**src/rtl/mem_defs.sv**
```systemverilog
// Shared definitions for the RV32I memory-access stage: funct3 width codes,
// FSM states and the default request timeout.
package mem_defs;

  localparam int unsigned ACK_TIMEOUT_DEF = 255;

  localparam logic [2:0] F3_B  = 3'b000;
  localparam logic [2:0] F3_H  = 3'b001;
  localparam logic [2:0] F3_W  = 3'b010;
  localparam logic [2:0] F3_BU = 3'b100;
  localparam logic [2:0] F3_HU = 3'b101;

  typedef enum logic [1:0] {
    ST_IDLE = 2'd0,
    ST_REQ  = 2'd1,
    ST_DONE = 2'd2
  } mem_state_e;

  typedef enum logic [1:0] {
    SZ_B = 2'd0,
    SZ_H = 2'd1,
    SZ_W = 2'd2
  } mem_size_e;

  // Reserved funct3 codes fall through to word width.
  function automatic mem_size_e f3_size(input logic [2:0] f3);
    case (f3)
      F3_B, F3_BU: return SZ_B;
      F3_H, F3_HU: return SZ_H;
      default:     return SZ_W;
    endcase
  endfunction

endpackage

```
**src/rtl/load_extend.sv**
```systemverilog
// Lane select and sign/zero extension of a read word; shared with the
// load-forwarding path.
module load_extend
  import mem_defs::*;
(
  input  logic [31:0] rdata,
  input  logic [1:0]  addr_lo,
  input  logic [2:0]  funct3,
  output logic [31:0] data
);

  logic [7:0]  lane_b;
  logic [15:0] lane_h;

  // NOTE: every output of a combinational block gets a value on every path
  // (default arm below) so no latch is inferred.
  always_comb begin
    lane_b = rdata[{addr_lo, 3'b000} +: 8];
    lane_h = addr_lo[1] ? rdata[31:16] : rdata[15:0];
    case (funct3)
      F3_B:    data = {{24{lane_b[7]}}, lane_b};
      F3_BU:   data = {24'b0, lane_b};
      F3_H:    data = {{16{lane_h[15]}}, lane_h};
      F3_HU:   data = {16'b0, lane_h};
      default: data = rdata;
    endcase
  end

endmodule

```
**src/rtl/mem_stage.sv**
```systemverilog
// RV32I memory-access stage: single-outstanding req/ack data port with byte
// enables and bounded wait. Define MEM_MISALIGN_TRAP_EN to reject misaligned ops.
module mem_stage
  import mem_defs::*;
#(
  parameter int unsigned ACK_TIMEOUT = ACK_TIMEOUT_DEF
) (
  input  logic        clk,
  input  logic        rst_n,
  input  logic        valid_mem_i,
  input  logic        MemRead_mem_i,
  input  logic        MemWrite_mem_i,
  input  logic [2:0]  funct3_mem_i,
  input  logic [31:0] ALU_result_mem_i,
  input  logic [31:0] Rd_data2_mem_i,
  output logic        stall_mem_o,
  output logic [31:0] load_data_mem_o,
  output logic        load_valid_mem_o,
  output logic        misalign_mem_o,
  output logic        bus_err_mem_o,
  output logic        dmem_req_o,
  output logic        dmem_we_o,
  output logic [31:0] dmem_addr_o,
  output logic [31:0] dmem_wdata_o,
  output logic [3:0]  dmem_be_o,
  input  logic        dmem_ack_i,
  input  logic [31:0] dmem_rdata_i
);

  mem_state_e  state, state_nxt;
  mem_size_e   size;
  logic        mem_op, aligned, start, mis_req, timeout;
  logic [1:0]  eff_lo;
  logic [3:0]  be_nxt;
  logic [31:0] wdata_nxt, ext_data;
  logic [15:0] wait_cnt;
  logic [2:0]  f3_q;
  logic [1:0]  lo_q;

  assign size   = f3_size(funct3_mem_i);
  assign mem_op = valid_mem_i && (MemRead_mem_i || MemWrite_mem_i);
  assign aligned = (size == SZ_B) ||
                   (size == SZ_H && !ALU_result_mem_i[0]) ||
                   (size == SZ_W && ALU_result_mem_i[1:0] == 2'b00);

`ifdef MEM_MISALIGN_TRAP_EN
  assign eff_lo = ALU_result_mem_i[1:0];
  assign mis_req = (state == ST_IDLE) && mem_op && !aligned;
`else
  // Without the trap, low address bits are dropped to natural alignment.
  assign eff_lo = (size == SZ_W) ? 2'b00 :
                  (size == SZ_H) ? {ALU_result_mem_i[1], 1'b0} :
                                   ALU_result_mem_i[1:0];
  assign mis_req = 1'b0;
`endif

  assign timeout = (wait_cnt == 16'(ACK_TIMEOUT - 1));

  always_comb begin
    be_nxt    = 4'b1111;
    wdata_nxt = Rd_data2_mem_i;
    case (size)
      SZ_B: begin
        be_nxt    = 4'b0001 << eff_lo;
        wdata_nxt = {4{Rd_data2_mem_i[7:0]}};
      end
      SZ_H: begin
        be_nxt    = eff_lo[1] ? 4'b1100 : 4'b0011;
        wdata_nxt = {2{Rd_data2_mem_i[15:0]}};
      end
      default: ;
    endcase
  end

  load_extend u_load_extend (
    .rdata   (dmem_rdata_i),
    .addr_lo (lo_q),
    .funct3  (f3_q),
    .data    (ext_data)
  );

  // NOTE: sequential state uses non-blocking assignments only, so every
  // register samples pre-edge values regardless of statement order.
  always_ff @(posedge clk or negedge rst_n) begin
    if (!rst_n) state <= ST_IDLE;
    else        state <= state_nxt;
  end

  always_comb begin
    state_nxt = state;
    case (state)
      ST_IDLE: if (start) state_nxt = ST_REQ;
      ST_REQ:  if (dmem_ack_i || timeout) state_nxt = ST_DONE;
      default: state_nxt = ST_IDLE;
    endcase
  end

  always_comb begin
`ifdef MEM_MISALIGN_TRAP_EN
    start = (state == ST_IDLE) && mem_op && aligned;
`else
    start = (state == ST_IDLE) && mem_op;
`endif
    stall_mem_o = start || (state == ST_REQ);
  end

  always_ff @(posedge clk or negedge rst_n) begin
    if (!rst_n) begin
      dmem_req_o       <= 1'b0;
      dmem_we_o        <= 1'b0;
      dmem_addr_o      <= '0;
      dmem_wdata_o     <= '0;
      dmem_be_o        <= '0;
      load_data_mem_o  <= '0;
      load_valid_mem_o <= 1'b0;
      misalign_mem_o   <= 1'b0;
      bus_err_mem_o    <= 1'b0;
      wait_cnt         <= '0;
      f3_q             <= '0;
      lo_q             <= '0;
    end else begin
      load_valid_mem_o <= 1'b0;
      misalign_mem_o   <= mis_req;
      bus_err_mem_o    <= 1'b0;
      case (state)
        ST_IDLE: begin
          wait_cnt <= '0;
          if (start) begin
            dmem_req_o   <= 1'b1;
            // A op flagged as both load and store is treated as a load.
            dmem_we_o    <= MemWrite_mem_i && !MemRead_mem_i;
            dmem_addr_o  <= {ALU_result_mem_i[31:2], 2'b00};
            dmem_be_o    <= be_nxt;
            dmem_wdata_o <= wdata_nxt;
            f3_q         <= funct3_mem_i;
            lo_q         <= eff_lo;
          end
        end
        ST_REQ: begin
          if (dmem_ack_i) begin
            dmem_req_o       <= 1'b0;
            load_valid_mem_o <= !dmem_we_o;
            if (!dmem_we_o) load_data_mem_o <= ext_data;
          end else if (timeout) begin
            dmem_req_o       <= 1'b0;
            bus_err_mem_o    <= 1'b1;
            load_valid_mem_o <= !dmem_we_o;
            load_data_mem_o  <= '0;
          end else begin
            wait_cnt <= wait_cnt + 16'd1;
          end
        end
        default: ;
      endcase
    end
  end

endmodule

```
**config.mk**
```make
export PLATFORM = sky130hd
export DESIGN_NAME = mem_stage
export DESIGN_NICKNAME = d
export VERILOG_FILES = /design/src/rtl/mem_defs.sv /design/src/rtl/load_extend.sv /design/src/rtl/mem_stage.sv
export SDC_FILE = /design/constraint.sdc
export NUM_CORES = 1
export LEC_CHECK = 0
export BUFFER_PORTS_ARGS = -buffer_cell sky130_fd_sc_hd__buf_4
export CAP_MARGIN = 30
export CORE_AREA = 2 2 125 127
export CTS_BUF_LIST = sky130_fd_sc_hd__clkbuf_8
export CTS_CLUSTER_DIAMETER = 100
export DETAILED_ROUTE_END_ITERATION = 10
export DIE_AREA = 0 0 127 129
export PLACE_DENSITY_LB_ADDON = 0.1
export SYNTH_ARGS = -nofsm -noshare
export SYNTH_HDL_FRONTEND = slang
export SYNTH_SLANG_ARGS = --single-unit
```
**constraint.sdc**
```tcl
create_clock -name clk -period 2.2 [get_ports clk]
set_input_delay 0.11 -clock clk [delete_from_list [all_inputs] [get_ports clk]]
set_output_delay 0.11 -clock clk [all_outputs]
set_load 0.02 [all_outputs]
```
==> impl_metrics.sql, run 1 <==
INSERT INTO impl_metrics (metric_group, metric, value, unit) VALUES
('die', 'die_x', '127', 'um'),
('global_routing', 'grt_start_max_net_pins', '65', ''),
('cts', 'clock-root-buffer', 'clkbuf_8', ''),
('worst_setup_path', 'cpMaxStageDelayCell', 'dfrtp_1', ''),
('final_layout', 'fillCellCount', '1263', ''),
('global_routing', 'global_route.overflow_total', '0', ''),
('worst_setup_path', 'crit_required', '2520', 'ps'),
('synthesis', 'synth_seq_area_share', '52.9', '%'),
('placement', 'port-buffer-count', '207', ''),
('placement', 'placed_area', '0.00766', 'mm2'),
('status', 'run_status', 'finished clean', ''),
('global_routing', 'gr-usage-met1', '27.7', '%'),
('worst_hold_path', 'hold_depth', '3', ''),
('synthesis', 'yosys.area.top_type_share', '52.9', '%'),
('worst_setup_path', 'worst-endpoint-arrival', '2420', 'ps'),
('placement', 'place.detailed.hpwl', '12300', 'um'),
('worst_setup_path', 'crit_type', 'flip-flop to flip-flop', ''),
('synthesis', 'post_synth_main_area_contributors', 'dfrtp_1, nand2_1, mux2i_1', ''),
('detailed_routing', 'postRouteWirelength', '18300', 'um'),
('worst_setup_path', 'crit_path_end_kind', 'flip-flop', ''),
('global_routing', 'first_global_vias', '5872', ''),
('worst_setup_path', 'critical-path-max-stage-delay', '450', 'ps'),
('final_layout', 'ff_latch_area', '0.00313', 'mm2'),
('sta', 'finalHoldViolations', '0', ''),
('final_layout', 'finalNetCount', '1022', ''),
('sta', 'setup-tns-final', '0', 'ps'),
('detailed_routing', 'route.antenna.remaining_nets', '0', ''),
('die', 'floorplan.io_pins', '211', ''),
('worst_setup_path', 'worstPathCellList', 'nor4_1 > nand3_2 > o41a_1 > buf_6 > a221o_1', ''),
('worst_setup_path', 'rr_endpoint', 'load_data_mem_o[25]$_DFFE_PN0P_', ''),
('synthesis', 'synthesis.area', '0.00592', 'mm2'),
('detailed_routing', 'drt_first_iter_violations', '282', ''),
('sta', 'max_clock_freq', '478', 'MHz'),
('power_and_ir_drop', 'p_leak', '4.46', 'nW'),
('sta', 'final.setup.worst_slack', '107', 'ps'),
('final_layout', 'layout-drive-gt1-share', '29.5', '%'),
('global_routing', 'grt_use_met3', '7.11', '%'),
('synthesis', 'synth-edff-count', '0', ''),
('cts', 'clock-sinks', '125', ''),
('die', 'fp.coreArea', '0.0150', 'mm2'),
('synthesis', 'synth.ff_latch_count', '125', ''),
('final_layout', 'diodes', '0', ''),
('sta', 'setup_repair_after_global_routing_missed_its_margin', 'false', ''),
('power_and_ir_drop', 'power.density_cell_area', '1080', 'mW/mm2'),
('cts', 'cts_inserted_buffers', '17', ''),
('final_layout', 'layout-area-overhead-vs-synth', '53.2', '%'),
('cts', 'tritoncts', 'built', ''),
('sta', 'maxSlewHeadroom', '56.9', '%'),
('synthesis', 'synth_cell_type_count', '57', ''),
('cts', 'cts_buffer_depth', '2', ''),
('detailed_routing', 'avgViaCountPerCell', '5.21', ''),
('global_routing', 'antenna_found_initial', '0', ''),
('detailed_routing', 'pre_repair_dr_iteration_count', '4', ''),
('cts', 'clock_latency', '440', 'ps'),
('placement', 'gp_routability_congestion', '0.893', ''),
('global_routing', 'grt_use_met2', '36.8', '%'),
('die', 'design.die.area', '0.0164', 'mm2'),
('die', 'rows', '45', ''),
('cts', 'cts-htree-levels', '4', ''),
('sta', 'part_of_the_cycle_the_worst_path_needs', '95.2', '%'),
('detailed_routing', 'detail_route.wl_per_cell', '16.4', 'um'),
('sta', 'final.setup_skew', '7.56', 'ps'),
('sta', 'final_worst_path_period_need', '2090', 'ps'),
('detailed_routing', 'drc', '0', ''),
('synthesis', 'ys.warnings.count', '0', ''),
('detailed_routing', 'routed-via-count', '5819', ''),
('global_routing', 'top_usage_layer', 'met2', ''),
('job', 'maxCapViolations', '0', ''),
('sta', 'timing_worst_slew_pin_value', '646', 'ps'),
('cts', 'clk_pin_slew', '70', 'ps'),
('worst_hold_path', 'hold_path_startpoint', 'dmem_rdata_i[14]', '');
[cell usage after synthesis, types with 11 or more instances]
| cell | number |
|---|---|
| a21oi_1 | 19 |
| a221o_1 | 18 |
| a31oi_1 | 11 |
| clkbuf_1 | 32 |
| dfrtp_1 | 125 |
| inv_1 | 15 |
| mux2i_1 | 24 |
| nand2_1 | 180 |
| nand3_1 | 12 |
| nor2_1 | 24 |
| o21ai_0 | 46 |
| o22ai_1 | 11 |
[cells by family (layout without fill, tap and decap cells)]
| kind of cell | after synthesis | count (layout) | share of synthesized area (%) |
|---|---|---|---|
| AO/OA/AOI/OAI | 150 | 150 | 17.7 |
| AND/OR/NAND/NOR | 255 | 255 | 18.5 |
| other | 1 | 3 | 0.0634 |
| adder cells (fa/ha/maj) | 2 | 2 | 0.423 |
| multiplexers | 31 | 31 | 5.58 |
| buffers and inverters | 63 | 361 | 4.67 |
| flip-flops | 125 | 125 | 52.9 |
| XOR/XNOR | 1 | 1 | 0.148 |
[stage by stage]
| step | total power, mW | std cells | util [%] |
|---|---|---|---|
| floorplan | 5.52 | 630 | - |
| global placement | 7.23 | 993 | 51.2 |
| detailed placement | 7.31 | 993 | 51.2 |
| CTS | 9.91 | 1114 | 60.3 |
| global route | 10.4 | 1116 | 60.5 |
| finish | 9.83 | 1116 | 60.5 |
[routing by layer]
layer,vias up,wire [um]
li1,2785,-
met1,2796,7710
met2,210,8800
met3,28,1400
met4,0,391
met5,-,0
[worst min-delay path, delay by kind of cell]
kind / cells / cell delay [ps]
buffers and inverters: 1 / 90
AO/OA/AOI/OAI: 2 / 230
[registers in the layout, indices dropped and copies added (netlist names)]
| name | flops |
|---|---|
| bus_err_mem_o | 1 |
| dmem_we_o | 1 |
| dmem_addr_o | 30 |
| load_data_mem_o | 32 |
| dmem_wdata_o | 32 |
| dmem_req_o | 1 |
| state | 2 |
| load_valid_mem_o | 1 |
| dmem_be_o | 4 |
| f3_q | 3 |
| lo_q | 2 |
| wait_cnt | 16 |
[area by class of cell]
type / instances / share of cell area (%)
clock buffers: 22 / 3.34
flip-flops and latches: 125 / 34.5
multi-input cells: 442 / 28.0
well taps: 188 / 2.60
inverters: 16 / 0.663
clock inverters: 10 / 2.02
repair buffers: 313 / 28.8
[worst max path at each step]
stage,from,endpoint,slack [ps]
floorplan,wait_cnt[0]$_DFFE_PN0P_,load_data_mem_o[24]$_DFFE_PN0P_,340
global placement,wait_cnt[0]$_DFFE_PN0P_,load_data_mem_o[16]$_DFFE_PN0P_,150
detailed placement,wait_cnt[0]$_DFFE_PN0P_,load_data_mem_o[25]$_DFFE_PN0P_,40
CTS,wait_cnt[0]$_DFFE_PN0P_,load_data_mem_o[25]$_DFFE_PN0P_,30
global route,wait_cnt[8]$_DFFE_PN0P_,load_data_mem_o[25]$_DFFE_PN0P_,60
finish,wait_cnt[8]$_DFFE_PN0P_,load_data_mem_o[25]$_DFFE_PN0P_,110
[cells in the final DEF, fill, tap and decap left out, types with 18 or more instances in the layout]
cell type,n
a221o_1,18
nand2_1,180
o21ai_0,46
clkbuf_8,22
nor2_1,24
dfrtp_1,125
a21oi_1,19
dlygate4sd3_1,89
mux2i_1,24
buf_4,220
[where the power goes]
group / leakage, nW / internal [mW] / switching [mW]
clock: 0.237 / 1.50 / 0.924
combinational: 2.64 / 1.73 / 2.16
sequential: 1.58 / 3.03 / 0.477
total: 4.46 / 6.26 / 3.57
[what timing repair did]
action                     in CTS  in global routing
setup endpoints to repair       0                 16
hold endpoints to repair      134                  0
hold buffers                   89                  0
buffers inserted                0                  2
gates resized for setup         0                  3
(Power assumes the default switching activity.)
==> run 2: changes to the inputs <==
--- a/config.mk
+++ b/config.mk
@@ -7,11 +7,11 @@
 export LEC_CHECK = 0
 export BUFFER_PORTS_ARGS = -buffer_cell sky130_fd_sc_hd__buf_4
 export CAP_MARGIN = 30
-export CORE_AREA = 2 2 125 127
+export CORE_AREA = 2 2 110 112
 export CTS_BUF_LIST = sky130_fd_sc_hd__clkbuf_8
 export CTS_CLUSTER_DIAMETER = 100
 export DETAILED_ROUTE_END_ITERATION = 10
-export DIE_AREA = 0 0 127 129
+export DIE_AREA = 0 0 112 114
 export PLACE_DENSITY_LB_ADDON = 0.1
 export SYNTH_ARGS = -nofsm -noshare
 export SYNTH_HDL_FRONTEND = slang
==> run 2 against run 1 <==
Flip-flop and latch count is the same. Power shrank 5.1%. Sequential share of layout area grew 0.78 points. Worst hold slack lost 9.5 ps. Critical path depth is the same. Non-clock buffer count shrank 2. Register-to-register slack gained 50 ps. Critical path type unchanged. Largest power group unchanged.
==> impl_metrics.sql, run 2 (same netlist as run 1, synthesis figures left out) <==
INSERT INTO impl_metrics (metric_group, metric, value, unit) VALUES
('worst_setup_path', 'crit_required', '2530', 'ps'),
('final_layout', 'area_of_combinational_cells_with_multiple_inputs', '0.00254', 'mm2'),
('detailed_routing', 'routed-via-count', '5977', ''),
('final_layout', 'number_of_cells_in_the_finished_layout_apart_from_fillers', '1073', ''),
('worst_hold_path', 'hold_path_startpoint', 'dmem_ack_i', ''),
('detailed_routing', 'postRouteWirelength', '18900', 'um'),
('worst_setup_path', 'worst-endpoint-arrival', '2370', 'ps'),
('global_routing', 'first_global_vias', '6111', ''),
('placement', 'gp_routability_congestion', '0.857', ''),
('die', 'floorplan.io_pins', '211', ''),
('final_layout', 'ff_latch_area', '0.00313', 'mm2'),
('power_and_ir_drop', 'fin_total_pwr', '9.33', 'mW'),
('final_layout', 'layout-area-overhead-vs-synth', '49.7', '%'),
('die', 'design.die.area', '0.0128', 'mm2'),
('power_and_ir_drop', 'power.density_cell_area', '1050', 'mW/mm2'),
('final_layout', 'final_common_cell', 'buf_4', ''),
('sta', 'final_worst_path_period_need', '2040', 'ps'),
('final_layout', 'diodes', '0', ''),
('die', 'die_x', '112', 'um'),
('worst_hold_path', 'hold-path-endpoint', 'load_data_mem_o[6]$_DFFE_PN0P_', ''),
('sta', 'part_of_the_cycle_the_worst_path_needs', '92.7', '%'),
('worst_setup_path', 'reg2reg_setup_slack', '160', 'ps'),
('worst_hold_path', 'hold_depth', '3', ''),
('global_routing', 'wire_length_of_the_first_global_routing_pass', '30700', 'um'),
('sta', 'finalSetupViolCount', '0', ''),
('detailed_routing', 'route.antenna.remaining_nets', '0', ''),
('die', 'fp.coreArea', '0.0117', 'mm2'),
('die', 'rows', '40', ''),
('worst_setup_path', 'crit_type', 'flip-flop to flip-flop', ''),
('detailed_routing', 'pre_repair_dr_iteration_count', '5', ''),
('global_routing', 'antenna_found_initial', '0', ''),
('die', 'initial_core_util', '50.5', '%'),
('sta', 'report.final.slew_viol_count', '0', ''),
('worst_setup_path', 'critical_path_peak_fanout', '25', ''),
('global_routing', 'grt_start_max_net_pins', '100', ''),
('detailed_routing', 'drt_first_iter_violations', '351', ''),
('cts', 'cts_buffer_depth', '2', ''),
('cts', 'tritoncts', 'built', ''),
('placement', 'place.detailed.instances', '954', ''),
('worst_setup_path', 'ff2ff_path_depth', '5', ''),
('die', 'die_y', '114', 'um'),
('cts', 'clock-root-buffer', 'clkbuf_8', ''),
('sta', 'final.setup_skew', '9.00', 'ps'),
('power_and_ir_drop', 'p_leak', '4.40', 'nW'),
('cts', 'clock-sinks', '125', ''),
('worst_setup_path', 'cp-start-kind', 'flip-flop', ''),
('cts', 'cts-htree-levels', '4', ''),
('worst_setup_path', 'rr_endpoint', 'load_data_mem_o[18]$_DFFE_PN0P_', ''),
('sta', 'maxSlewHeadroom', '60.8', '%'),
('global_routing', 'global_route.overflow_total', '0', ''),
('worst_hold_path', 'hp-class', 'primary input to flip-flop', ''),
('detailed_routing', 'avgViaCountPerCell', '5.57', ''),
('job', 'maxCapViolations', '0', ''),
('placement', 'port-buffer-count', '207', ''),
('worst_setup_path', 'r2r_start', 'wait_cnt[8]$_DFFE_PN0P_', ''),
('final_layout', 'finalNetCount', '1020', ''),
('final_layout', 'layout-drive-gt1-share', '29.6', '%'),
('final_layout', 'fillCellCount', '781', ''),
('detailed_routing', 'drc', '0', ''),
('placement', 'place.detailed.hpwl', '11500', 'um'),
('power_and_ir_drop', 'ir_drop', '0.780', 'mV'),
('sta', 'timing_worst_slew_pin_value', '588', 'ps'),
('final_layout', 'layout.cells.most_common_list', 'buf_4, nand2_1, dfrtp_1, dlygate4sd3_1, o21ai_0', ''),
('cts', 'clk_pin_slew', '70', 'ps'),
('final_layout', 'biggestRegsByFlops', 'dmem_wdata_o (32), load_data_mem_o (32), dmem_addr_o (30)', ''),
('cts', 'clock_latency', '450', 'ps'),
('sta', 'max_clock_freq', '490', 'MHz'),
('cts', 'cts_inserted_buffers', '17', ''),
('sta', 'finalHoldViolations', '0', ''),
('worst_setup_path', 'crit_path_end_kind', 'flip-flop', ''),
('status', 'run_status', 'finished clean', ''),
('detailed_routing', 'detail_route.wl_per_cell', '17.6', 'um'),
('global_routing', 'grt.total_usage', '30.5', '%');
-- run 2: cell types whose count changed in the layout (fill, tap and decap cells not counted) --
cell,change
buf_4,+2
buf_6,-1
bufinv_16,-4
clkbuf_8,-3
clkinv_2,+5
clkinv_4,+1
dlygate4sd3_1,-3
inv_1,+1
-- run 2: how the worst max path moves through the flow --
stage | start | end | slack (ps) | cells past startpoint
detailed placement | lo_q[1]$_DFFE_PN0P_ | load_data_mem_o[27]$_DFFE_PN0P_ | 90 | 6
floorplan | wait_cnt[0]$_DFFE_PN0P_ | load_data_mem_o[24]$_DFFE_PN0P_ | 340 | 7
global placement | wait_cnt[0]$_DFFE_PN0P_ | load_data_mem_o[18]$_DFFE_PN0P_ | 200 | 7
global route | wait_cnt[8]$_DFFE_PN0P_ | load_data_mem_o[14]$_DFFE_PN0P_ | -70 | 7
finish | wait_cnt[8]$_DFFE_PN0P_ | load_data_mem_o[18]$_DFFE_PN0P_ | 160 | 5
CTS | lo_q[1]$_DFFE_PN0P_ | load_data_mem_o[27]$_DFFE_PN0P_ | 70 | 6
-- run 2: critical path: stages, from the launching register on --
cell     delay, ps
dfrtp_1        450
nor4_1         350
nand3_2        190
o41a_1         340
buf_4          220
a221o_1        380
-- run 2: through the flow --
stage | TNS, ps | hold slack [ps] | utilization, % | setup WS [ps] | area, um2
floorplan | 0 | -186 | - | 342 | 5930
global route | -514 | 19.6 | 75.7 | -73.0 | 8860
finish | 0 | 24.0 | 75.7 | 160 | 8860
global placement | 0 | 143 | 65.0 | 201 | 7610
CTS | 0 | 4.68 | 75.4 | 72.4 | 8830
detailed placement | 0 | 142 | 65.0 | 87.7 | 7610
-- run 2: final cells by class --
type                            instances  share of cell area (%)
Clock buffer                           19                    2.95
Clock inverter                         13                    1.13
Inverter                               16                   0.678
Multi-Input combinational cell        442                    28.7
Sequential cell                       125                    35.3
Tap cell                              147                    2.08
Timing Repair Buffer                  311                    29.2
-- run 2: routing by layer --
metal	part of all wire (%)	GRT usage (%)
met1	39	37.4
met2	50	51.0
met3	7.9	8.77
met4	3.1	13.2
met5	0	0
-- run 2: timing repair --
action / in CTS / in global routing
gates resized for setup: 0 / 2
hold buffers: 86 / 0
endpoints found under the hold margin: 127 / 0
endpoints found under the setup margin: 0 / 24
buffers inserted: 0 / 1
-- run 2: power by group --
part           total, mW  internal [mW]  switching [mW]
Combinational       3.93           1.73            2.20
Sequential          3.53           3.03           0.492
Clock               1.87          0.932           0.935
Total               9.33           5.70            3.63
==> run 3: changes to the inputs <==
--- a/config.mk
+++ b/config.mk
@@ -7,11 +7,11 @@
 export LEC_CHECK = 0
 export BUFFER_PORTS_ARGS = -buffer_cell sky130_fd_sc_hd__buf_4
 export CAP_MARGIN = 30
-export CORE_AREA = 2 2 110 112
+export CORE_AREA = 2 2 157 159
 export CTS_BUF_LIST = sky130_fd_sc_hd__clkbuf_8
 export CTS_CLUSTER_DIAMETER = 100
 export DETAILED_ROUTE_END_ITERATION = 10
-export DIE_AREA = 0 0 112 114
+export DIE_AREA = 0 0 159 161
 export PLACE_DENSITY_LB_ADDON = 0.1
 export SYNTH_ARGS = -nofsm -noshare
 export SYNTH_HDL_FRONTEND = slang
==> run 3 against run 2 <==
Cell count is 16% higher. Final area is 3.6% higher. Largest power group unchanged. Highest routed layer unchanged. Fmax is 0.51% higher. Wire length is 3.6% higher. Sequential share of layout area is 1.2 points lower. Sequential power hardly changed. Critical path type unchanged. Critical path depth stayed put. Worst hold slack better by 4.0 ps. Register-to-register slack hardly changed.
==> impl_metrics.sql, run 3 (same netlist as run 1, synthesis figures left out) <==
INSERT INTO impl_metrics (metric_group, metric, value, unit) VALUES
('sta', 'fin_worst_hold_slack', '27.9', 'ps'),
('global_routing', 'antenna_found_initial', '1', ''),
('detailed_routing', 'routed-via-count', '5648', ''),
('placement', 'gp_routability_congestion', '0.797', ''),
('final_layout', 'total_non_filler_cell_area_in_the_finished_layout', '0.00918', 'mm2'),
('global_routing', 'global_route.overflow_total', '0', ''),
('global_routing', 'wire_length_of_the_first_global_routing_pass', '32000', 'um'),
('cts', 'cts-htree-levels', '4', ''),
('detailed_routing', 'avgViaCountPerCell', '4.53', ''),
('final_layout', 'layout-drive-gt1-share', '29.7', '%'),
('worst_setup_path', 'cp-start-kind', 'flip-flop', ''),
('cts', 'postCtsSetupBuffers', '0', ''),
('sta', 'setup-tns-final', '0', 'ps'),
('worst_setup_path', 'r2r_start', 'wait_cnt[8]$_DFFE_PN0P_', ''),
('final_layout', 'finalNetCount', '1016', ''),
('worst_setup_path', 'rr_endpoint', 'load_data_mem_o[26]$_DFFE_PN0P_', ''),
('power_and_ir_drop', 'power.density_cell_area', '1070', 'mW/mm2'),
('global_routing', 'first_global_vias', '5908', ''),
('worst_setup_path', 'reg2reg_setup_slack', '170', 'ps'),
('sta', 'final_worst_path_period_need', '2030', 'ps'),
('worst_setup_path', 'crit_end', 'load_data_mem_o[26]$_DFFE_PN0P_', ''),
('sta', 'final.setup.worst_slack', '170', 'ps'),
('final_layout', 'layout-area-overhead-vs-synth', '55.1', '%'),
('cts', 'clk_pin_slew', '80', 'ps'),
('detailed_routing', 'drt_first_iter_violations', '312', ''),
('status', 'run_status', 'finished clean', ''),
('worst_setup_path', 'ff2ff_path_depth', '5', ''),
('die', 'rows', '57', ''),
('detailed_routing', 'postRouteWirelength', '19600', 'um'),
('detailed_routing', 'route.antenna.remaining_nets', '0', ''),
('die', 'design.die.area', '0.0256', 'mm2'),
('sta', 'finalHoldViolations', '0', ''),
('power_and_ir_drop', 'p_leak', '4.43', 'nW'),
('sta', 'timing_worst_slew_pin_value', '558', 'ps'),
('sta', 'report.final.slew_viol_count', '0', ''),
('cts', 'clock-root-buffer', 'clkbuf_8', ''),
('sta', 'setup_repair_after_global_routing_missed_its_margin', 'false', ''),
('sta', 'maxSlewHeadroom', '62.8', '%'),
('sta', 'part_of_the_cycle_the_worst_path_needs', '92.3', '%'),
('placement', 'port-buffer-count', '207', ''),
('job', 'maxCapViolations', '0', ''),
('sta', 'finalSetupViolCount', '0', ''),
('power_and_ir_drop', 'ir_drop', '0.452', 'mV'),
('detailed_routing', 'pre_repair_dr_iteration_count', '4', ''),
('placement', 'place.detailed.instances', '1131', ''),
('worst_setup_path', 'startpoint', 'wait_cnt[8]$_DFFE_PN0P_', ''),
('detailed_routing', 'detail_route.wl_per_cell', '15.7', 'um'),
('final_layout', 'biggestRegsByFlops', 'dmem_wdata_o (32), load_data_mem_o (32), dmem_addr_o (30)', ''),
('placement', 'dpl_worst_slack', '59.6', 'ps'),
('worst_setup_path', 'crit_required', '2520', 'ps'),
('die', 'floorplan.io_pins', '211', ''),
('final_layout', 'number_of_cells_in_the_finished_layout_apart_from_fillers', '1247', ''),
('cts', 'tritoncts', 'built', ''),
('global_routing', 'grt_start_max_net_pins', '80', ''),
('sta', 'final.setup_skew', '19.8', 'ps'),
('cts', 'cts_inserted_buffers', '17', ''),
('placement', 'place.detailed.hpwl', '13700', 'um'),
('final_layout', 'final_common_cell', 'buf_4', ''),
('die', 'fp.coreArea', '0.0240', 'mm2'),
('worst_setup_path', 'worst-endpoint-arrival', '2350', 'ps'),
('die', 'die_x', '159', 'um'),
('die', 'initial_core_util', '24.7', '%'),
('placement', 'placed_area', '0.00786', 'mm2'),
('detailed_routing', 'drc', '0', ''),
('cts', 'clock-sinks', '125', ''),
('global_routing', 'grt.total_usage', '15.6', '%'),
('worst_setup_path', 'crit_type', 'flip-flop to flip-flop', ''),
('final_layout', 'layout.cells.most_common_list', 'buf_4, nand2_1, dfrtp_1, dlygate4sd3_1, o21ai_0', ''),
('cts', 'clock_latency', '450', 'ps'),
('cts', 'cts_buffer_depth', '2', ''),
('worst_setup_path', 'crit_path_end_kind', 'flip-flop', ''),
('sta', 'max_clock_freq', '493', 'MHz'),
('worst_hold_path', 'hp-class', 'primary input to flip-flop', ''),
('die', 'die_y', '161', 'um'),
('worst_setup_path', 'critical_path_peak_fanout', '39', '');
-- run 3: worst max-delay path, stage by stage, from the launching register on --
cell     delay [ps]
dfrtp_1         460
nor4_2          330
nand3_2         170
o41a_1          350
buf_6           210
a221o_1         380
-- run 3: layout make-up --
| cell class | count | area, um2 |
|---|---|---|
| clock inverters | 14 | 219 |
| multi-input cells | 442 | 2550 |
| repair buffers | 307 | 2570 |
| inverters | 16 | 60.1 |
| flip-flops and latches | 125 | 3130 |
| clock buffers | 18 | 248 |
| fillers | 2448 | 14800 |
| diodes | 1 | 2.50 |
| well taps | 324 | 405 |
-- run 3: metal layers --
metal  vias up  part of all wire (%)  track usage, %  routed length (um)
met4         0                   1.5            4.42                 295
met1      2670                    45            20.1                8870
met2       190                    45            24.3                8820
met3        18                   8.1            6.11                1600
li1       2770                     -               -                   -
met5         -                     0               0                   0
-- run 3: worst min-delay path by stage --
stage | endpoint | from | slack [ps] | cells after the start
after global placement | wait_cnt[6]$_DFFE_PN0P_ | rst_n | 120 | 1
after detailed placement | wait_cnt[6]$_DFFE_PN0P_ | rst_n | 130 | 1
after global routing | load_data_mem_o[6]$_DFFE_PN0P_ | dmem_rdata_i[6] | 8 | 3
after CTS | load_data_mem_o[6]$_DFFE_PN0P_ | dmem_rdata_i[6] | 0.9 | 3
after floorplan | bus_err_mem_o$_DFF_PN0_ | rst_n | -190 | 0
final | load_data_mem_o[6]$_DFFE_PN0P_ | dmem_rdata_i[6] | 30 | 3
-- run 3: repair_timing --
item	in CTS	in global routing
endpoints found under the hold margin	133	0
hold buffers	83	0
gates resized for setup	0	4
endpoints found under the setup margin	0	16
-- run 3: metrics by stage --
stage                     util [%]  power [mW]
after CTS                     38.2        9.98
after global routing          38.3        10.4
after global placement        32.8        7.34
after floorplan                  -        5.52
after detailed placement      32.8        7.39
final                         38.3        9.83
-- run 3: power breakdown --
part	switching, mW	total [mW]	internal [mW]
clock	1.01	2.39	1.38
combinational	2.18	3.91	1.73
sequential	0.491	3.52	3.03
